===== src/rtl/dma_tlp_tx_pkg.sv =====
// Shared constants, types and header helpers for the DMA upstream TLP engine.
package dma_tlp_tx_pkg;

    localparam int         DMA_TLP_SIZE   = 32;
    localparam logic [6:0] MWR32_FMT_TYPE = 7'b10_00000;
    localparam logic [7:0] TREM_FULL      = 8'h00;
    localparam logic [7:0] TREM_UPPER     = 8'h0F;

    typedef enum logic [1:0] {
        ST_IDLE,
        ST_HDR,
        ST_DATA,
        ST_TAIL
    } tx_state_t;

    typedef struct packed {
        logic [15:0] req_id;
        logic [7:0]  tag;
        logic [3:0]  last_be;
        logic [3:0]  first_be;
    } mwr_dw1_t;

    // DW0 of a 3DW MWr32: TC, TD, EP and attributes are always zero here.
    function automatic logic [31:0] mwr32_dw0(input logic [9:0] len_dw);
        return {1'b0, MWR32_FMT_TYPE, 1'b0, 3'b000, 4'h0, 1'b0, 1'b0, 2'b00, 2'b00, len_dw};
    endfunction

endpackage


===== src/rtl/dma_tlp_tx.sv =====
// Emits one MWr32 TLP (3DW header + TLP_DW payload) from an FWFT FIFO on the 64-bit TRN TX bus.
// Latency: header one cycle after dma_start; each beat advances only when trn_tdst_rdy_n is low.
// Backpressure: stalls hold td/framing; endpoint discontinue aborts to IDLE and sets dsc_err.
module dma_tlp_tx
    import dma_tlp_tx_pkg::*;
#(
    parameter int TLP_DW = DMA_TLP_SIZE,
    parameter int CNT_W  = 12
) (
    input  logic             trn_clk,
    input  logic             trn_reset_n,

    input  logic             dma_start,
    input  logic [29:0]      dma_addr,
    output logic             dma_ready,
    output logic             dma_rd_en,

    input  logic [15:0]      cfg_completer_id,
    input  logic             cfg_bus_mstr_enable,

    input  logic [63:0]      fifo_dout,
    input  logic [CNT_W-1:0] fifo_rd_count,
    output logic             fifo_rd,

    output logic [63:0]      trn_td,
    output logic [7:0]       trn_trem_n,
    output logic             trn_tsof_n,
    output logic             trn_teof_n,
    output logic             trn_tsrc_rdy_n,
    output logic             trn_tsrc_dsc_n,
    input  logic             trn_tdst_rdy_n,
    input  logic             trn_tdst_dsc_n,
    input  logic [3:0]       trn_tbuf_av,

    output logic             dsc_err
);

    localparam int              BEATS     = TLP_DW / 2;
    localparam int              BC_W      = (BEATS > 1) ? $clog2(BEATS) : 1;
    localparam logic [BC_W-1:0] LAST_BEAT = BC_W'(BEATS - 1);

    tx_state_t       state;
    logic [29:0]     addr_q;
    logic [31:0]     hold_q;
    logic [BC_W-1:0] beat_cnt;
    logic            accept;
    logic            abort;
    logic            can_start;
    mwr_dw1_t        hdr_dw1;

    // Only the posted-header credit bit matters for a memory write.
    logic unused_tbuf;
    assign unused_tbuf = ^{trn_tbuf_av[3:2], trn_tbuf_av[0]};

    assign accept    = ~trn_tdst_rdy_n;
    assign abort     = ~trn_tdst_dsc_n & (state != ST_IDLE);
    assign can_start = (fifo_rd_count >= CNT_W'(BEATS)) & trn_tbuf_av[1] & cfg_bus_mstr_enable;

    assign trn_tsrc_dsc_n = 1'b1;

    // A discontinue in the same cycle as an accept wins, so no word is popped then.
    assign fifo_rd = (state == ST_DATA) & accept & trn_tdst_dsc_n;

    always_comb begin
        hdr_dw1          = '0;
        hdr_dw1.req_id   = cfg_completer_id;
        hdr_dw1.tag      = 8'h00;
        hdr_dw1.last_be  = 4'hF;
        hdr_dw1.first_be = 4'hF;
    end

    // The payload is shifted by one DW behind the header's address DW, so each
    // beat pairs the previous word's lower DW with the FIFO head's upper DW.
    always_comb begin
        trn_td = '0;
        case (state)
            ST_HDR:  trn_td = {mwr32_dw0(10'(TLP_DW)), hdr_dw1};
            ST_DATA: trn_td = {(beat_cnt == '0) ? {addr_q, 2'b00} : hold_q, fifo_dout[63:32]};
            ST_TAIL: trn_td = {hold_q, 32'h0};
            default: trn_td = '0;
        endcase
    end

    always_ff @(posedge trn_clk or negedge trn_reset_n) begin
        if (!trn_reset_n) begin
            state          <= ST_IDLE;
            addr_q         <= '0;
            hold_q         <= '0;
            beat_cnt       <= '0;
            dma_ready      <= 1'b0;
            dma_rd_en      <= 1'b0;
            trn_tsrc_rdy_n <= 1'b1;
            trn_tsof_n     <= 1'b1;
            trn_teof_n     <= 1'b1;
            trn_trem_n     <= TREM_FULL;
            dsc_err        <= 1'b0;
        end else begin
            dma_ready <= (state == ST_IDLE) & can_start;
            if (abort) begin
                state          <= ST_IDLE;
                beat_cnt       <= '0;
                dma_rd_en      <= 1'b0;
                trn_tsrc_rdy_n <= 1'b1;
                trn_tsof_n     <= 1'b1;
                trn_teof_n     <= 1'b1;
                trn_trem_n     <= TREM_FULL;
                dsc_err        <= 1'b1;
            end else begin
                case (state)
                    ST_IDLE: begin
                        if (dma_start) begin
                            addr_q         <= dma_addr;
                            state          <= ST_HDR;
                            trn_tsrc_rdy_n <= 1'b0;
                            trn_tsof_n     <= 1'b0;
                        end
                    end
                    ST_HDR: begin
                        if (accept) begin
                            state      <= ST_DATA;
                            beat_cnt   <= '0;
                            trn_tsof_n <= 1'b1;
                            dma_rd_en  <= 1'b1;
                        end
                    end
                    ST_DATA: begin
                        if (accept) begin
                            hold_q <= fifo_dout[31:0];
                            if (beat_cnt == LAST_BEAT) begin
                                beat_cnt   <= '0;
                                state      <= ST_TAIL;
                                trn_teof_n <= 1'b0;
                                trn_trem_n <= TREM_UPPER;
                            end else begin
                                beat_cnt <= beat_cnt + 1'b1;
                            end
                        end
                    end
                    ST_TAIL: begin
                        if (accept) begin
                            state          <= ST_IDLE;
                            dma_rd_en      <= 1'b0;
                            trn_tsrc_rdy_n <= 1'b1;
                            trn_teof_n     <= 1'b1;
                            trn_trem_n     <= TREM_FULL;
                        end
                    end
                    default: state <= ST_IDLE;
                endcase
            end
        end
    end

endmodule

===== config.mk =====
export PLATFORM = sky130hd
export DESIGN_NAME = dma_tlp_tx
export DESIGN_NICKNAME = d
export VERILOG_FILES = /design/src/rtl/dma_tlp_tx_pkg.sv /design/src/rtl/dma_tlp_tx.sv
export SDC_FILE = /design/constraint.sdc
export NUM_CORES = 1
export LEC_CHECK = 0
export ABC_CLOCK_PERIOD_IN_PS = 3300
export CAP_MARGIN = 20
export CORE_MARGIN = 2
export CORE_UTILIZATION = 42
export CTS_CLUSTER_SIZE = 8
export DETAILED_ROUTE_END_ITERATION = 6
export MAX_ROUTING_LAYER = met4
export PLACE_DENSITY = 0.85
export SYNTH_ARGS = -nofsm -noshare
export SYNTH_HDL_FRONTEND = slang
export SYNTH_SLANG_ARGS = --single-unit

===== constraint.sdc =====
create_clock -name trn_clk -period 3.3 [get_ports trn_clk]
set_input_delay 0.495 -clock trn_clk [delete_from_list [all_inputs] [get_ports trn_clk]]
set_output_delay 0.495 -clock trn_clk [all_outputs]
set_load 0.01 [all_outputs]

==> impl_metrics.ini <==
[sta]
slew_headroom = 0.364
max_slew.worst_pin.slew_ns = 0.954
worst_slack_ns = 0.154
setup_viol = 0
fin_tns_setup_ns = 0
hold_viol = 0
finClkSkew_ns = 0.0162
max_freq_ghz = 0.318
finalCritPeriodShare = 0.953
drv_slew = 0
finalCriticalPeriod_ns = 3.15
rsz0062_at_grt = no

[synth]
yosysWarnings = 0
synth_most_common_cell = dfrtp_1
netlist_top_cells_area = dfrtp_1 47%, mux2_2 18%, a22o_1 10%
synth_commonest_cells = 72 x dfrtp_1, 62 x mux2_2, 44 x a22o_1
synth_edf_count = 0
synthesis.area_um2 = 3840
yosysUniqueCellTypes = 44
yosysSeqAreaShare = 0.490
synth_area_leader_cell = dfrtp_1
netlist_instances = 321
syn_avg_cell_area_um2 = 12.0
synthArstFlopShare = 1.00
synth_top_area_frac = 0.470
yosys_most_used_dff = dfrtp_1
yosys_register_bits = 75

[critical_path]
cp-start-kind = flop
rr_startpoint = state[1]
reg2regPathDepth = 7
worst_path_most_repeated_cell = inv_1
r2r_slack_ns = 0.60
crit_path_start = state[0]
slowest_delay_ns = 0.53
crit_type = flop to primary output
path_cells = inv_1 -> ha_2 -> inv_1 -> nor2_1 -> a21o_1 -> clkdlybuf4s50_1
end_kind = primary output
critPathArrivalTime_ns = 2.65
worstPathMaxFanout = 9
critPathCapture = trn_td[3]
r2r-end = hold_q[28]
crit_path_top_delay_cell = clkdlybuf4s50_1
critical_path_required_ns = 2.80

[global_route]
grt_max_degree = 76
grt_pass1_vias = 3459
grt_util_all_layers = 0.232
grt-ovfl-total = 0
grt_antenna_before_repair = 0
grt_pass1_wl_um = 17300

[layout]
instances_no_fill = 629
multi_input_comb_area_um2 = 1790
regArea_um2 = 1880
fin_nets = 654
drive_above_1_share = 0.188
syn2layout_area_growth_pct = 60.3
antennaDiodeCount = 0
final.fill_count = 640

[floorplan]
rows = 34
dieWidth_um = 99.6
fp.dieH_um = 99.6
fp.dieArea_um2 = 9910
coreArea_um2 = 8810
start_util = 0.436
num_io_pins = 212

[route]
drcViolationCount = 0
routed_via_density = 5.43
drtIter0Drc = 180
routed_wl_um = 11300
wire_per_inst_um = 17.9
drtPass1Iterations = 4
ant_nets = 0
dr_total_vias = 3413

[clock_network]
holdBufCountCts = 0
clk_latency_ns = 0.36
tritoncts = done
cts.htree.levels = 3
cts_root_buffer = clkbuf_8
cts-buffers-inserted = 9
clock-sinks = 75
clkSlewWorstSetupHoldPaths_ns = 0.09
clock_path_buffers = 2

[power_and_ir_drop]
vdd_drop_max_mv = 0.426
p_leak_uw = 0.00296
powerDensity_nw_per_um2 = 763

[placement]
dp_cells = 612
io_buffers = 199
gp_congestion = 0.852
place_ws_ns = 0.335
dpl.hpwl_um = 8420

[job]
cap_violations = 0

[status]
outcome = finished clean

[worst_hold_path]
min_path_type = primary input to asynchronous set/reset pin
layer usage:
layer / wire, µm / vias to the layer above / GRT usage
met5: 0 / - / -
met4: 180 / 0 / 0.0706
met3: 994 / 18 / 0.0773
met2: 5650 / 187 / 0.402
met1: 4450 / 1645 / 0.254
li1: - / 1563 / -
placed cells by master, fill, tap and decap left out, types with 6 or more instances in the layout:
| cell type | netlist | final |
|---|---|---|
| a21oi_1 | 10 | 10 |
| a22o_1 | 44 | 44 |
| a21o_1 | 12 | 11 |
| dfrtp_1 | 72 | 72 |
| dlymetal6s2s_1 | 0 | 22 |
| nand2_1 | 6 | 6 |
| o21ai_0 | 7 | 7 |
| clkbuf_8 | 0 | 9 |
| inv_1 | 11 | 11 |
| nor2_1 | 10 | 9 |
| and2_1 | 9 | 9 |
| clkdlybuf4s50_1 | 0 | 171 |
| buf_4 | 8 | 7 |
| mux2_2 | 62 | 62 |
sequential cells by signal (all words and copies together), names as in the netlist:
register	cells
trn_teof_n	1
state	2
dsc_err	1
trn_tsrc_rdy_n	1
hold_q	32
trn_trem_n	1
beat_cnt	4
dma_rd_en	1
addr_q	30
dma_ready	1
trn_tsof_n	1
critical path, delay by kind of cell, from the launching register on:
kind | cells | cell delay (ns)
fa+ha+maj | 1 | 0.30
flops | 1 | 0.47
compound gates | 1 | 0.20
buf+inv | 3 | 0.89
simple gates | 1 | 0.43
power breakdown:
part	internal (µW)	switching [µW]
clock	279	370
combinational	1390	1030
sequential	1370	251
total	3040	1650
cells by family (layout without fill, tap and decap cells):
family | after synthesis | count (layout) | synth area share
buffers and inverters | 38 | 235 | 0.0525
muxes | 63 | 63 | 0.185
DFF | 75 | 75 | 0.490
adders and majority gates | 6 | 6 | 0.0196
and+or+nand+nor | 48 | 48 | 0.0708
AOI/OAI and AO/OA | 89 | 89 | 0.180
other | 2 | 5 | 0.00196
what timing repair did:
item                                   CTS  global route
setup buffers                            0             1
setup endpoints to repair               27            54
gates resized for setup                  8            24
endpoints found under the hold margin    0             0
pin swaps                                0             0
layout make-up:
cell class                      instances  share of cell area
Timing Repair Buffer                  208               0.346
Clock buffer                           10              0.0207
Multi-Input combinational cell        211               0.291
Inverter                               11             0.00671
Clock inverter                          6             0.00793
Sequential cell                        75               0.306
Tap cell                              108              0.0220
how the worst min path moves through the flow:
stage	start	endpoint	slack, ns	depth (start not counted)
detailed placement	dsc_err	dsc_err	0.46	1
floorplan	trn_reset_n	addr_q[0]	0.20	0
CTS	trn_reset_n	hold_q[18]	0.31	1
global placement	trn_teof_n	trn_teof_n	0.45	2
finish	trn_reset_n	hold_q[18]	0.27	1
global route	trn_reset_n	hold_q[18]	0.35	1
through the flow:
step | util | hold WS (ns) | cell area [µm²] | total power, µW
floorplan | - | 0.199 | 3850 | 2950
global placement | 0.670 | 0.452 | 5900 | 3960
detailed placement | 0.670 | 0.455 | 5900 | 4060
CTS | 0.691 | 0.314 | 6080 | 4720
global route | 0.698 | 0.354 | 6150 | 4970
finish | 0.698 | 0.267 | 6150 | 4690
Power figures use the tool's default switching activity.
